--- src/rtl/hub75_row_capture.sv ---
// Oversampled HUB75 receiver: rebuilds each shifted row and presents it on valid/ready.
// Row appears 2 clk_in edges after LAT pin rise; a good row arriving while the output is still unaccepted is dropped and flagged.
module hub75_row_capture #(
  parameter int NUM_COLS = 64,
  parameter int ADDR_W   = 4,
  parameter int CNT_W    = 16
) (
  input  logic                clk_in,
  input  logic                n_reset_in,
  input  logic                red_top_in,
  input  logic                green_top_in,
  input  logic                blue_top_in,
  input  logic                red_bot_in,
  input  logic                green_bot_in,
  input  logic                blue_bot_in,
  input  logic                bit_clk_in,
  input  logic                latch_in,
  input  logic [ADDR_W-1:0]   addr_in,
  output logic [NUM_COLS-1:0] row_red_top_out,
  output logic [NUM_COLS-1:0] row_green_top_out,
  output logic [NUM_COLS-1:0] row_blue_top_out,
  output logic [NUM_COLS-1:0] row_red_bot_out,
  output logic [NUM_COLS-1:0] row_green_bot_out,
  output logic [NUM_COLS-1:0] row_blue_bot_out,
  output logic [ADDR_W-1:0]   row_address_out,
  output logic                row_valid_out,
  input  logic                row_ready_in,
  output logic [CNT_W-1:0]    rows_captured_out,
  output logic                len_err_out,
  output logic                overrun_err_out,
  input  logic                err_clear_in
);

  localparam int CW = $clog2(NUM_COLS + 1);
  localparam int IW = (NUM_COLS > 1) ? $clog2(NUM_COLS) : 1;
  localparam logic [CW-1:0] COLS = CW'(NUM_COLS);

  logic [5:0]          data_q;
  logic                bclk_q, bclk_q2, lat_q, lat_q2;
  logic [ADDR_W-1:0]   addr_q;
  logic [CW-1:0]       col_cnt, cnt_nxt;
  logic                excess, excess_nxt;
  logic [NUM_COLS-1:0] sh [6];
  logic [NUM_COLS-1:0] sh_nxt [6];
  logic                bclk_rise, lat_rise, shift_en, good, bad, load, drop;

  // The bit shifted in the latch cycle must count toward that row, so the
  // latch decision looks at the post-shift view of the counter and vectors.
  always_comb begin
    bclk_rise  = bclk_q & ~bclk_q2;
    lat_rise   = lat_q & ~lat_q2;
    shift_en   = bclk_rise && (col_cnt != COLS);
    excess_nxt = excess | (bclk_rise && (col_cnt == COLS));
    cnt_nxt    = col_cnt + CW'(shift_en);
    for (int i = 0; i < 6; i++) begin
      sh_nxt[i] = sh[i];
      if (shift_en) sh_nxt[i][col_cnt[IW-1:0]] = data_q[i];
    end
    good = lat_rise && (cnt_nxt == COLS) && !excess_nxt;
    bad  = lat_rise && !((cnt_nxt == COLS) && !excess_nxt);
    load = good && (!row_valid_out || row_ready_in);
    drop = good && row_valid_out && !row_ready_in;
  end

  always_ff @(posedge clk_in) begin
    if (!n_reset_in) begin
      data_q            <= '0;
      bclk_q            <= 1'b0;
      bclk_q2           <= 1'b0;
      lat_q             <= 1'b0;
      lat_q2            <= 1'b0;
      addr_q            <= '0;
      col_cnt           <= '0;
      excess            <= 1'b0;
      for (int i = 0; i < 6; i++) sh[i] <= '0;
      row_red_top_out   <= '0;
      row_green_top_out <= '0;
      row_blue_top_out  <= '0;
      row_red_bot_out   <= '0;
      row_green_bot_out <= '0;
      row_blue_bot_out  <= '0;
      row_address_out   <= '0;
      row_valid_out     <= 1'b0;
      rows_captured_out <= '0;
      len_err_out       <= 1'b0;
      overrun_err_out   <= 1'b0;
    end else begin
      data_q  <= {blue_bot_in, green_bot_in, red_bot_in, blue_top_in, green_top_in, red_top_in};
      bclk_q  <= bit_clk_in;
      bclk_q2 <= bclk_q;
      lat_q   <= latch_in;
      lat_q2  <= lat_q;
      addr_q  <= addr_in;
      for (int i = 0; i < 6; i++) sh[i] <= sh_nxt[i];

      if (lat_rise) begin
        col_cnt <= '0;
        excess  <= 1'b0;
      end else begin
        col_cnt <= cnt_nxt;
        excess  <= excess_nxt;
      end

      if (load) begin
        row_red_top_out   <= sh_nxt[0];
        row_green_top_out <= sh_nxt[1];
        row_blue_top_out  <= sh_nxt[2];
        row_red_bot_out   <= sh_nxt[3];
        row_green_bot_out <= sh_nxt[4];
        row_blue_bot_out  <= sh_nxt[5];
        row_address_out   <= addr_q;
        row_valid_out     <= 1'b1;
        rows_captured_out <= rows_captured_out + 1'b1;
      end else if (row_valid_out && row_ready_in) begin
        row_valid_out <= 1'b0;
      end

      // Set events take priority over clear.
      len_err_out     <= (len_err_out & ~err_clear_in) | bad;
      overrun_err_out <= (overrun_err_out & ~err_clear_in) | drop;
    end
  end

endmodule

--- config.mk ---
export PLATFORM = sky130hd
export DESIGN_NAME = hub75_row_capture
export DESIGN_NICKNAME = d
export VERILOG_FILES = /design/src/rtl/hub75_row_capture.sv
export SDC_FILE = /design/constraint.sdc
export NUM_CORES = 1
export LEC_CHECK = 0
export CAP_MARGIN = 0
export CORE_ASPECT_RATIO = 2
export CORE_MARGIN = 2
export CORE_UTILIZATION = 40
export CTS_BUF_LIST = sky130_fd_sc_hd__clkbuf_8
export CTS_CLUSTER_SIZE = 8
export DETAILED_ROUTE_END_ITERATION = 7
export PLACE_DENSITY = 0.7
export SLEW_MARGIN = 25
export SYNTH_ARGS = -nofsm -noshare
export SYNTH_HDL_FRONTEND = slang
export SYNTH_SLANG_ARGS = --single-unit
--- constraint.sdc ---
create_clock -name clk_in -period 4.15 [get_ports clk_in]
set_clock_uncertainty 0.15 [all_clocks]
set_input_delay 0.83 -clock clk_in [delete_from_list [all_inputs] [get_ports clk_in]]
set_output_delay 0.83 -clock clk_in [all_outputs]
set_load 0.05 [all_outputs]
==> impl_summary.txt <==
----------------------------------------------------
[Layout]
  Seq. cell area ... between 0.015 and 0.02 sq mm
  Post-synthesis to final-layout area growth ... 22.83%
  Top library cells by usage in the layout, fill and taps aside ... 807 x sky130_fd_sc_hd__dfxtp_1, 421 x sky130_fd_sc_hd__clkdlybuf4s50_1, 402 x sky130_fd_sc_hd__and2_1
  Post-Layout Inst Area ... 0.03797 sq mm
  Share of final-layout standard cells stronger than drive strength 1 ... under 10%
  Commonest non-fill, non-tap cell in the layout ... sky130_fd_sc_hd__dfxtp_1
  Count of nets after finishing ... around 3200
  Count of fill cells added during filler insertion ... approximately 7000
  Multi-input logic area ... approximately 0.014 sq mm

[Pwr]
  Worst vdd rail ir drop ... ~0.29 mV
  Reported net switching power ... 3.225 mW
  Leakage power ... 16.49 nW
  Pwr dens ... approximately 370 mW/mm^2
  Internal Pwr Total ... around 11 mW
  Switch share ... between 20 and 25%
  Power share of the combinational group ... around 1.9%
  Clock Power Share ... around two fifths
  Sequential fraction of design power ... between 50% and 60%

[Timing]
  Final number of setup-violating endpoints ... 0
  RSZ-0062 raised after global routing ... false
  Final hold violations ... 0
  Fin crit period ... just under 4 ns
  Upper clock frequency limit ... about 0.26 GHz
  Min setup slack post-route ... 0.3050 ns
  Headroom to the max-slew limit ... about 30%
  Share of the clock period used by the worst path ... 92.65%
  Actual slew at the worst max-slew pin ... between 1 and 1.5 ns
  Total negative slack ... 0 ns
  Total count of max-transition violations in the final report ... 0

[Clock tree]
  Number of resized instances in the post-cts repair step ... 0
  Number of hold buffers added after CTS ... 0
  Number of clock sinks seen by CTS ... approximately 810
  Number of buffers created by CTS ... about 120
  Root buffer selected by CTS ... sky130_fd_sc_hd__clkbuf_8
  H-tree lvl count ... 3
  Clock Latency Late Sink ... ~0.8 ns
  Maximum count of clock buffers along a single path ... 3
  Post-CTS setup repair buffer count ... 0
  Clock transition at path regs ... about 0.06 ns
  CTS tree ... built

[Setup path]
  Crit path cell chain ... nor4b_1, a21boi_0, ha_1, ha_1, and2_1, nor4_1, o32ai_4, nor3_4, buf_4, buf_4, mux2_1
  Kind of cell with the highest combined delay on the critical path ... simple AND/OR/NAND/NOR gates
  Buffers and inverters on the worst path ... 2
  Crit Path Max Fanout ... 26
  Critical Setup Path Class ... register to register
  Crit start category ... register
  Launch point of the worst path ... col_cnt[6]
  Max stage delay cell, worst path ... sky130_fd_sc_hd__nor4_1
  Crit path largest cell delay ... roughly 0.52 ns
  Launching point of the worst reg2reg path ... col_cnt[6]
  Arrival time worst endpoint ... 4.37 ns
  CP endpoint kind ... register
  Worst Path Required ... 4.67 ns

[Routing]
  DRT Pass-1 Iters ... 5
  Number of design-rule violations left by the first detailed-router iteration ... 780
  Routed len/inst ... around 20 um
  Vias/cell ... roughly 4.9
  Via Count ... approximately 21000
  DRC ... 0
  Final wirelength ... 84540 um
  Post-route ant nets ... 0

[Die]
  Effective utilization at floorplan ... between 40% and 50%
  Die outline width ... roughly 200 um
  Die area ... between 0.07 and 0.08 sq mm
  Num rows ... 144
  Vertical extent of the die ... about 400 um
  Core region area ... roughly 0.077 sq mm
  Boundary Pins ... 423

[Logic synthesis]
  Nets in the synthesized netlist ... ~2800
  Synth warn ... 0
  Synthesized instance count ... about 2800
  Post-Syn Area per Cell ... 11.02 sq um
  Number of synthesized flops with an enable pin ... 0
  Post-synthesis async set-or-reset flop share ... 0%
  Synth Flop Type ... sky130_fd_sc_hd__dfxtp_1
  Flop and latch count out of synthesis ... 813
  Number of distinct standard cells referenced by the synthesized netlist ... 47
  Syn Std Cell Area ... between 0.03 and 0.04 sq mm
  Share of the yosys chip area belonging to registers ... about 53%

[Status]
  Result of the run ... finished clean

[Global route]
  Number of global-route vias before repair ... between 20000 and 25000
  Pin count of the biggest net entering global routing ... 153
  Global-route wire length before repair ... approximately 130000 um
  Total global routing track utilization ... between 20% and 30%
  Antenna violations before repair ... 1
  Congestion Overflow GR ... 0

[Job]
  Maximum capacitance violations ... 0

[Min path]
  Tightest Hold Check Type ... register to register
  Startpoint of the most critical hold path ... addr_q[1]

[Placed design]
  Worst slack after detailed placement ... 0.2725 ns
  Detailed placer's ending HPWL ... between 50000 and 60000 um
  Final weighted congestion of routability-driven global placement ... just under 0.8
  Number of buffer cells added on primary ports ... between 400 and 500
  Cell area after placement ... between 0.03 and 0.04 sq mm

----------------------------------------------------
## worst register-to-register path, delay by kind of cell (launching register included)
kind	cells	cell delay, ns
flops	1	0.42
fa+ha+maj	2	0.48
buf+inv	2	0.62
simple gates	4	1.35
mux	1	0.38
compound gates	2	0.35
## synthesized netlist by cell type, types with 3 or more instances
| master | instances | area [sq um] |
|---|---|---|
| sky130_fd_sc_hd__and3_1 | 7 | 43.79 |
| sky130_fd_sc_hd__and2_1 | 402 | 2515 |
| sky130_fd_sc_hd__or3b_1 | 3 | 26.28 |
| sky130_fd_sc_hd__nor2_1 | 390 | 1464 |
| sky130_fd_sc_hd__mux2_2 | 34 | 382.9 |
| sky130_fd_sc_hd__mux2i_1 | 385 | 3854 |
| sky130_fd_sc_hd__buf_6 | 8 | 90.09 |
| sky130_fd_sc_hd__nand4_1 | 11 | 68.82 |
| sky130_fd_sc_hd__clkbuf_1 | 128 | 480.5 |
| sky130_fd_sc_hd__nand2_1 | 11 | 41.29 |
| sky130_fd_sc_hd__buf_1 | 26 | 97.59 |
| sky130_fd_sc_hd__dfxtp_1 | 813 | 16280 |
| sky130_fd_sc_hd__nand3_1 | 48 | 240.2 |
| sky130_fd_sc_hd__nor3b_1 | 3 | 22.52 |
| sky130_fd_sc_hd__nand3b_1 | 5 | 37.54 |
| sky130_fd_sc_hd__nor4_1 | 3 | 18.77 |
| sky130_fd_sc_hd__nor3_2 | 25 | 250.2 |
| sky130_fd_sc_hd__o21ai_0 | 3 | 15.01 |
| sky130_fd_sc_hd__a21oi_1 | 22 | 110.1 |
| sky130_fd_sc_hd__and3b_1 | 4 | 35.03 |
| sky130_fd_sc_hd__or3_1 | 4 | 25.02 |
| sky130_fd_sc_hd__nand2b_1 | 6 | 37.54 |
| sky130_fd_sc_hd__nor2b_1 | 4 | 25.02 |
| sky130_fd_sc_hd__and4_1 | 4 | 35.03 |
| sky130_fd_sc_hd__or4_1 | 13 | 97.59 |
| sky130_fd_sc_hd__mux2_1 | 350 | 3941 |
| sky130_fd_sc_hd__buf_4 | 32 | 240.2 |
| sky130_fd_sc_hd__nor3_1 | 3 | 15.01 |
| sky130_fd_sc_hd__ha_1 | 3 | 37.54 |
| sky130_fd_sc_hd__a31oi_1 | 3 | 18.77 |
| sky130_fd_sc_hd__buf_2 | 16 | 80.08 |
| sky130_fd_sc_hd__o31ai_1 | 19 | 142.6 |
## layout make-up
| class | count | share of cell area, % |
|---|---|---|
| Multi-Input combinational cell | 1779 | 36.03 |
| Sequential cell | 813 | 42.92 |
| Tap cell | 1022 | 3.368 |
| Timing Repair Buffer | 475 | 12.63 |
| Inverter | 2 | 0.03954 |
| Clock inverter | 27 | 0.5668 |
| Antenna cell | 3 | 0.01977 |
| Clock buffer | 122 | 4.422 |
## flip-flops by register name (all words and copies together), names as in the netlist, 4 cells and up
register and flops:
row_blue_top_out 64, row_blue_bot_out 64, data_q 6, sh 384, row_red_top_out 64, row_address_out 4, addr_q 4, col_cnt 7
row_green_bot_out 64, rows_captured_out 16, row_green_top_out 64, row_red_bot_out 64
## power by group through the flow
stage / registers [mW] / logic, mW / clock network (mW)
2_1_floorplan: 7.99 / 0.193 / 0
3_3_place_gp: 8.07 / 0.253 / 0
3_5_place_dp: 8.06 / 0.265 / 0
4_1_cts: 7.89 / 0.265 / 5.94
5_1_grt: 7.89 / 0.284 / 6.23
6_report: 7.89 / 0.260 / 5.72
## per-stage QoR
step / instances / utilization, % / power, mW / hold slack (ns)
after floorplan: 2804 / - / 8.186 / 0.2785
after CTS: 4240 / 49.45 / 14.09 / 0.2677
after global placement: 4090 / 46.95 / 8.326 / 0.2860
after detailed placement: 4091 / 46.98 / 8.329 / 0.2980
final: 4243 / 49.47 / 13.87 / 0.3088
after global routing: 4241 / 49.46 / 14.40 / 0.3241
## final timing paths
| kind | end | slack (ns) | depth (start not counted) |
|---|---|---|---|
| max | row_blue_top_out[23] | 0.30 | 11 |
| min | row_address_out[1] | 0.31 | 2 |
| max reg2reg | row_blue_top_out[23] | 0.30 | 11 |
| min reg2reg | row_address_out[1] | 0.31 | 2 |
## routing by layer
layer	global-route usage (%)	vias to the layer above	share of wire [%]
met1	24.68	10040	42
met3	4.374	131	5.2
met5	0	-	0
li1	-	10130	-
met4	8.373	0	3.1
met2	36.81	556	50
## logic make-up after synthesis
| family | after synthesis | synth area share, % |
|---|---|---|
| compound gates | 51 | 1.065 |
| xor+xnor | 3 | 0.08501 |
| fa+ha+maj | 3 | 0.1214 |
| buf+inv | 212 | 3.222 |
| flops | 813 | 52.65 |
| mux | 769 | 26.45 |
| simple gates | 953 | 16.40 |
(Power assumes the default switching activity.)
